[src/rtl/seg_scan_display.sv]
// Multiplexed 7-segment driver: a free-running double-dabble converter feeds a scanned digit display.
// Define SEG_LZ_BLANK_EN to build leading-zero blanking; otherwise leading zeros are shown.
module seg_scan_display #(
  parameter int DIGITS   = 4,
  parameter int WIDTH    = 16,
  parameter int DIV_BITS = 16
) (
  input  logic              clk,
  input  logic              rst,
  input  logic [WIDTH-1:0]  in,
  input  logic [DIGITS-1:0] dp_mask,
  output logic [7:0]        out,
  output logic [DIGITS-1:0] sel,
  output logic              overflow,
  output logic [1:0]        dbg_state
);
  localparam int BCD_W = 4 * DIGITS;
  localparam int CNT_W = $clog2(WIDTH + 1);
  localparam int IDX_W = (DIGITS > 1) ? $clog2(DIGITS) : 1;
  localparam logic [IDX_W-1:0] LAST_IDX = IDX_W'(DIGITS - 1);

  function automatic logic [63:0] pow10(input int n);
    logic [63:0] p;
    p = 64'd1;
    for (int i = 0; i < n; i++) p = p * 64'd10;
    return p;
  endfunction

  localparam logic [63:0] LIMIT = pow10(DIGITS) - 64'd1;

  // Segment pattern for bits 6..0 (g..a), active low; non-decimal nibbles are dark.
  function automatic logic [6:0] seg7(input logic [3:0] n);
    case (n)
      4'd0:    return 7'h40;
      4'd1:    return 7'h79;
      4'd2:    return 7'h24;
      4'd3:    return 7'h30;
      4'd4:    return 7'h19;
      4'd5:    return 7'h12;
      4'd6:    return 7'h02;
      4'd7:    return 7'h78;
      4'd8:    return 7'h00;
      4'd9:    return 7'h10;
      default: return 7'h7F;
    endcase
  endfunction

  typedef enum logic [1:0] {
    S_LOAD   = 2'd0,
    S_SHIFT  = 2'd1,
    S_COMMIT = 2'd2
  } state_t;

  state_t              state, state_nxt;
  logic                load_en, shift_en, commit_en;
  logic [WIDTH-1:0]    bin, samp;
  logic [BCD_W-1:0]    bcd, bcd_adj, disp, disp_nxt;
  logic [CNT_W-1:0]    cnt;
  logic                ovf_nxt;
  logic [DIV_BITS-1:0] pre;
  logic                tick;
  logic [IDX_W-1:0]    idx, idx_nxt;
  logic [3:0]          nib;
  logic [6:0]          seg;
  logic [7:0]          out_nxt;
  logic [DIGITS-1:0]   sel_nxt;

  // Converter FSM: state register
  always_ff @(posedge clk or negedge rst) begin
    if (!rst) state <= S_LOAD;
    else      state <= state_nxt;
  end

  // Converter FSM: next state (no idle state, it loops forever)
  always_comb begin
    state_nxt = S_LOAD;
    case (state)
      S_LOAD:   state_nxt = S_SHIFT;
      S_SHIFT:  state_nxt = (cnt == CNT_W'(1)) ? S_COMMIT : S_SHIFT;
      S_COMMIT: state_nxt = S_LOAD;
      default:  state_nxt = S_LOAD;
    endcase
  end

  // Converter FSM: outputs
  always_comb begin
    load_en   = (state == S_LOAD);
    shift_en  = (state == S_SHIFT);
    commit_en = (state == S_COMMIT);
    dbg_state = state;
  end

  always_comb begin
    bcd_adj = bcd;
    for (int k = 0; k < DIGITS; k++) begin
      if (bcd[4*k +: 4] >= 4'd5) bcd_adj[4*k +: 4] = bcd[4*k +: 4] + 4'd3;
    end
  end

  // The top nibble's carry falls off the end of the shift.
  always_ff @(posedge clk or negedge rst) begin
    if (!rst) begin
      bin  <= '0;
      samp <= '0;
      bcd  <= '0;
      cnt  <= '0;
    end else if (load_en) begin
      bin  <= in;
      samp <= in;
      bcd  <= '0;
      cnt  <= CNT_W'(WIDTH);
    end else if (shift_en) begin
      bcd  <= {bcd_adj[BCD_W-2:0], bin[WIDTH-1]};
      bin  <= {bin[WIDTH-2:0], 1'b0};
      cnt  <= cnt - CNT_W'(1);
    end
  end

  always_comb begin
    disp_nxt = commit_en ? bcd : disp;
    ovf_nxt  = commit_en ? (64'(samp) > LIMIT) : overflow;
  end

  always_ff @(posedge clk or negedge rst) begin
    if (!rst) begin
      disp     <= '0;
      overflow <= 1'b0;
    end else begin
      disp     <= disp_nxt;
      overflow <= ovf_nxt;
    end
  end

  assign tick    = &pre;
  assign idx_nxt = !tick ? idx : ((idx == LAST_IDX) ? '0 : idx + IDX_W'(1));
  assign sel_nxt = ~(DIGITS'(1) << idx_nxt);

`ifdef SEG_LZ_BLANK_EN
  logic [DIGITS-1:0] nz_from;
  logic              nz_run;

  // nz_from[k]: some digit at position k or above is non-zero
  always_comb begin
    nz_run  = 1'b0;
    nz_from = '0;
    for (int k = DIGITS - 1; k >= 0; k--) begin
      nz_run     = nz_run | (disp_nxt[4*k +: 4] != 4'd0);
      nz_from[k] = nz_run;
    end
  end
`endif

  // Built from next-cycle index/display so a COMMIT on a tick edge shows the new value.
  always_comb begin
    nib = disp_nxt[{idx_nxt, 2'b00} +: 4];
    seg = seg7(nib);
`ifdef SEG_LZ_BLANK_EN
    if ((idx_nxt != '0) && !nz_from[idx_nxt]) seg = 7'h7F;
`endif
    out_nxt = ovf_nxt ? 8'hBF : {~dp_mask[idx_nxt], seg};
  end

  always_ff @(posedge clk or negedge rst) begin
    if (!rst) begin
      pre <= '0;
      idx <= '0;
      sel <= ~DIGITS'(1);
      out <= 8'hFF;
    end else begin
      pre <= pre + DIV_BITS'(1);
      idx <= idx_nxt;
      if (tick) begin
        sel <= sel_nxt;
        out <= out_nxt;
      end
    end
  end

endmodule

[config.mk]
export PLATFORM = sky130hd
export DESIGN_NAME = seg_scan_display
export DESIGN_NICKNAME = d
export VERILOG_FILES = /design/src/rtl/seg_scan_display.sv
export SDC_FILE = /design/constraint.sdc
export NUM_CORES = 1
export LEC_CHECK = 0
export ABC_AREA = 1
export CAP_MARGIN = 25
export CORE_UTILIZATION = 55
export DETAILED_ROUTE_END_ITERATION = 10
export GPL_TIMING_DRIVEN = 0
export PLACE_DENSITY = 0.76
export SLEW_MARGIN = 40
export SYNTH_ARGS = -nofsm -noshare
export SYNTH_HDL_FRONTEND = slang
export SYNTH_SLANG_ARGS = --single-unit
[constraint.sdc]
create_clock -name clk -period 4.75 [get_ports clk]
set_input_delay 0.475 -clock clk [delete_from_list [all_inputs] [get_ports clk]]
set_output_delay 0.475 -clock clk [all_outputs]
set_load 0.005 [all_outputs]
==> results of run 1 <==
[per-layer routing]
| layer | vias up | global-route usage [%] | share of wire [%] |
|---|---|---|---|
| met5 | - | 0 | 0 |
| met3 | 11 | 4.831 | 4.5 |
| li1 | 1799 | - | - |
| met2 | 81 | 38.79 | 49 |
| met1 | 1776 | 29.53 | 45 |
| met4 | 0 | 9.722 | 1.6 |
[logic make-up after synthesis]
group	count (synthesis)	synth area share, %
AO/OA/AOI/OAI	87	11.18
XOR/XNOR	18	3.338
adder cells (fa/ha/maj)	18	4.768
buffers and inverters	90	7.576
flip-flops	98	52.21
AND/OR/NAND/NOR	212	20.93
[power by group]
group / switching [W] / internal, W / total, W
logic: 0.000363 / 0.000214 / 0.000577
registers: 0.0000535 / 0.000957 / 0.00101
clock network: 0.000281 / 0.000255 / 0.000536
total: 0.000697 / 0.00143 / 0.00212
[registers in the layout (all words and copies together), names as in the netlist]
name,count
out,8
bin,16
overflow,1
dbg_state,2
disp,16
pre,16
cnt,5
samp,12
sel,4
idx,2
bcd,16
[synthesized netlist by cell type]
cell | count | area (µm²)
o211ai_1 | 2 | 15.01
inv_1 | 70 | 262.8
nand3_1 | 46 | 230.2
nor2_8 | 1 | 20.02
o21ai_0 | 43 | 215.2
nand2_1 | 109 | 409.1
nand2_2 | 10 | 62.56
xor2_1 | 12 | 105.1
o21ai_1 | 3 | 15.01
dfrtp_1 | 87 | 2177
xnor2_1 | 6 | 52.55
nand4_1 | 5 | 31.28
buf_4 | 3 | 22.52
o22ai_1 | 12 | 75.07
nor2_4 | 1 | 11.26
dfstp_2 | 11 | 289.0
o32ai_1 | 2 | 17.52
inv_2 | 4 | 15.01
buf_2 | 1 | 5.000
or2_2 | 5 | 31.28
nand2_4 | 6 | 67.56
inv_4 | 1 | 6.260
nor2_1 | 22 | 82.58
nor2_2 | 2 | 12.51
a31oi_1 | 1 | 6.260
clkbuf_1 | 8 | 30.03
nor3_1 | 3 | 15.01
a21oi_1 | 11 | 55.05
buf_1 | 2 | 7.510
o21ai_4 | 2 | 32.53
nand3b_1 | 2 | 15.01
ha_1 | 18 | 225.2
o221ai_1 | 11 | 96.34
inv_6 | 1 | 8.760
[through the flow]
step / power, W / utilization (%) / instances / cell area, µm² / TNS, ns
finish: 0.002124 / 66.02 / 681 / 5451 / 0
global route: 0.002273 / 66.02 / 681 / 5451 / 0
CTS: 0.002138 / 66.02 / 681 / 5451 / 0
detailed placement: 0.001599 / 63.55 / 665 / 5248 / 0
global placement: 0.001562 / 63.15 / 664 / 5215 / -31.53
floorplan: 0.001443 / - / 523 / 4723 / 0
[worst max path at each step]
stage	slack, ns	startpoint	cells after the start	end
detailed placement	2.26	pre[0]	17	out[4]
CTS	2.26	pre[0]	17	out[4]
floorplan	2.60	pre[0]	18	out[3]
global placement	-0.37	rst	1	samp[11]
global route	1.96	pre[0]	17	out[4]
finish	2.28	pre[0]	17	out[4]
[critical path, stage by stage (launching register included)]
cell and delay [ns]:
dfrtp_1 0.37, ha_1 0.21, nand3_1 0.13, nor2_1 0.28, nand2_2 0.16, nand2_4 0.14, nand2_4 0.10, nand2_1 0.07
nand2_1 0.05, nand2_1 0.05, nand2_1 0.11, inv_1 0.15, ha_1 0.16, nand3_1 0.09, nand2_1 0.08, nand2_1 0.05
a21oi_1 0.14, nor2_1 0.06
[what timing repair did]
item	in CTS	in global routing
hold buffers	1	0
buffers inserted	0	0
hold endpoints to repair	11	0
gates resized for setup	0	0
[area by class of cell]
| cell class | instances | area (µm²) |
|---|---|---|
| buffer | 14 | 65.06 |
| clock buffer | 11 | 141.4 |
| clock inverter | 4 | 52.55 |
| fill | 681 | 2806 |
| inverter | 76 | 292.8 |
| multi-input combinational | 335 | 1899 |
| sequential | 98 | 2466 |
| tap | 105 | 131.4 |
| timing repair buffer | 38 | 402.9 |
==> impl_metrics.yaml, run 1 <==
clocking:
  clk_latency_ns: 0.36
  clk_pin_slew_ns: 0.09
  clkSinkCount: 98
  cts_buffers: 9
  cts_tree: "built"
  clk_path_buf_depth: 2
  cts_root_buffer: "clkbuf_8"
  cts_max_level: 3
logic_synthesis:
  ys_seq_area_share_pct: 52.21
  syn-num-nets: 563
  synth_cells: 523
  synth_seq_cells: 98
  yosysWarnings: 0
  synth_area_um2: 4723
  ys_types: 34
  avgSynthCellArea_um2: 9.031
floorplan:
  fp.dieH_um: 94.67
  start_util_pct: 57.20
  ios: 37
  rows: 33
  die_w_um: 94.67
  design.core.area_um2: 8258
  die_area_um2: 8962
power:
  vdd_drop_max_mv: 0.2113
  p_per_area_nw_per_um2: 389.5
  p_leak_nw: 2.717
layout:
  areaGrowthSynthToFinish_pct: 15.42
  finalNetCount: 612
  mostFrequentLayoutCell: "nand2_1"
  layout_common_cells: "nand2_1 (109), dfrtp_1 (87), inv_1 (70), nand3_1 (46), o21ai_0 (43)"
  final_layout_size_suffix_gt1_share_pct: 11.11
  diodes: 0
global_routing:
  grt_pass1_wl_mm: 15.97
  grtUsageTotal_pct: 23.30
  grt_max_degree: 54
  gr-total-overflow: 0
  grt_pass1_vias: 3603
  antenna_found_initial: 0
sta:
  skew_ns: 0.01383
  worst_hold_slack_ns: 0.4492
  tightest_slew_ns: 0.5840
  worst_slack_ns: 2.280
  period_needed_ns: 2.470
  setup_viol_count_final: 0
  timing.fmax_mhz: 404.8
  rsz0062_at_grt: "no"
  hold_viol_final: 0
  slew_viol_final: 0
  finalCritPeriodShare_pct: 52.01
  slew-limit-headroom_pct: 61.07
min_path:
  holdPathEnd: "pre[0]"
  hold_depth: 1
  hold_path.class: "register to register"
  holdCritStartpoint: "pre[0]"
route:
  postRouteAntennaNets: 0
  post_drt_wl_per_cell_um: 13.68
  drtIter0Drc: 157
  drtPass1Iterations: 4
  drc_errors: 0
  viasPerCell: 5.385
  drt-total-wl_mm: 9.315
  num_vias: 3667
outcome:
  outcome: "complete, no violations"
critical_path:
  arrival_ns: 2.77
  cp-start-kind: "register"
  r2r-start: "pre[0]"
  endpoint_kind: "register"
  cp_max_fo: 9
  reg2reg_slack_ns: 2.28
  rr_worst_depth: 17
  rr_endpoint: "out[4]"
  crit_required_ns: 5.05
  crit_type: "register to register"
placed_design:
  io_buffers: 36
  gp_congestion: 0.8096
  pre_cts_ws_ns: 2.258
  hpwl_mm: 6.804
flow_run:
  drv_cap: 0
No activity file was read; power rests on OpenSTA's default activity.
==> run 2, diff against run 1 <==
clock period = 2.4 ns   (was 4.75 ns; I/O delays follow)
==> impl_metrics.yaml, run 2 (synthesis gave the netlist of run 1 again) <==
critical_path:
  cp-start-kind: "register"
  crit_type: "register to register"
  rr_worst_depth: 16
  cp_max_fo: 5
  cp-startpoint: "pre[0]"
  endpoint_kind: "register"
  arrival_ns: 2.57
  r2r-start: "pre[0]"
  crit_required_ns: 2.71
power:
  vdd_drop_max_mv: 0.4204
  comb_power_share_pct: 27.8
  finalPower_w: 0.004251
  p_sw_w: 0.001408
  p_leak_nw: 2.818
  pwr-share-clk_pct: 25.1
  p_per_area_nw_per_um2: 749.7
  p_seq_share_pct: 47.1
  switching_share_pct: 33.12
  p_int_w: 0.002843
floorplan:
  fp.dieH_um: 94.67
  start_util_pct: 57.20
  die_w_um: 94.67
  rows: 33
  ios: 37
  die_area_um2: 8962
  design.core.area_um2: 8258
layout:
  mostFrequentLayoutCell: "nand2_1"
  fin_area_um2: 5670
  layout_common_cells: "nand2_1 (107), dfrtp_1 (87), inv_1 (69), nand3_1 (45), o21ai_0 (40)"
  final_layout_size_suffix_gt1_share_pct: 15.51
  diodes: 0
  areaGrowthSynthToFinish_pct: 20.05
  final_cells: 698
  finalNetCount: 629
sta:
  skew_ns: 0.01493
  period_needed_ns: 2.258
  slew_viol_final: 0
  tightest_slew_ns: 0.5925
  worst_slack_ns: 0.1422
  timing.fmax_mhz: 442.9
  hold_viol_final: 0
  setup_viol_count_final: 0
  slew-limit-headroom_pct: 60.50
  finalCritPeriodShare_pct: 94.08
global_routing:
  top_usage_layer: "met2"
  use_met2_pct: 38.97
  grt_pass1_wl_mm: 16.01
  grtUsageTotal_pct: 23.36
  grt_use_met3_pct: 4.831
  grt_pass1_vias: 3616
  grt_util_met1_pct: 29.53
  antenna_found_initial: 0
  grt_max_degree: 54
  gr-total-overflow: 0
route:
  num_vias: 3713
  viasPerCell: 5.319
  post_drt_wl_per_cell_um: 13.97
  drt-total-wl_mm: 9.752
  postRouteAntennaNets: 0
  drc_errors: 0
  drtIter0Drc: 146
  drtPass1Iterations: 4
clocking:
  clk_pin_slew_ns: 0.10
  cts_buffers: 9
  cts_root_buffer: "clkbuf_8"
  cts_tree: "built"
  clkSinkCount: 98
  clk_path_buf_depth: 2
  cts_max_level: 3
  clk_latency_ns: 0.36
placed_design:
  pre_cts_ws_ns: -0.09170
  dpl-instance-area_um2: 5248
  placedCellCount: 665
  io_buffers: 36
  hpwl_mm: 6.804
  gp_congestion: 0.8096
outcome:
  outcome: "complete, no violations"
min_path:
  hold_path.class: "input pin to asynchronous set/reset pin"
flow_run:
  drv_cap: 0
[run 2: final cells by class]
cell class / instances / area [µm²]
repair buffers: 53 / 519.2
flip-flops and latches: 98 / 2466
well taps: 105 / 131.4
multi-input cells: 337 / 1989
fillers: 651 / 2587
inverters: 76 / 295.3
plain buffers: 14 / 75.07
clock buffers: 11 / 141.4
clock inverters: 4 / 52.55
[run 2: critical path, stage by stage, from the launching register on]
cell      delay, ns
dfrtp_1        0.41
ha_4           0.18
nand2_1        0.10
nor2_4         0.05
nand2_4        0.10
nor2_8         0.06
buf_6          0.13
o21ai_4        0.27
nand2_2        0.11
nand2_4        0.12
inv_4          0.05
ha_1           0.18
nand3b_1       0.17
nand3_1        0.09
nand3_1        0.07
nand2_1        0.08
inv_1          0.04
[run 2: power groups by stage]
stage               Clock, W  Sequential, W  Combinational, W
detailed placement         0        0.00203           0.00114
finish               0.00107        0.00200           0.00118
CTS                  0.00109        0.00200           0.00114
floorplan                  0        0.00200          0.000858
global route         0.00117        0.00203           0.00135
global placement           0        0.00202           0.00107
[run 2: path summary, 6_finish.rpt]
check                      slack, ns  endpoint
hold reg to reg                 0.49    out[6]
setup / recovery                0.14    out[0]
hold / removal                  0.35   pre[14]
setup reg to reg                0.14    out[0]
max in group asynchronous       1.48   bcd[11]
min in group clk                0.45    bin[0]
[run 2: metal layers]
layer  part of all wire (%)  up-vias
li1                       -     1831
met1                     45     1803
met2                     50       66
met3                    3.2       13
met4                    1.7        0
met5                      0        -
[run 2: timing repair]
action                                  4_1_cts  5_1_grt
resized for setup                             4       22
hold buffers                                  1        0
buffers inserted                              0       15
endpoints found under the setup margin        5        6
pin swaps                                     0        9
endpoints found under the hold margin        34        0
cloned                                        0        2
[run 2: stage by stage]
stage / hold slack [ns] / TNS [ns] / util, %
floorplan: -0.05559 / 0 / -
global placement: 0.4371 / -230.01 / 63.15
detailed placement: 0.1603 / -0.2961 / 63.55
CTS: 0.3505 / 0 / 66.15
global route: 0.3642 / -0.001874 / 68.67
finish: 0.3548 / 0 / 68.67
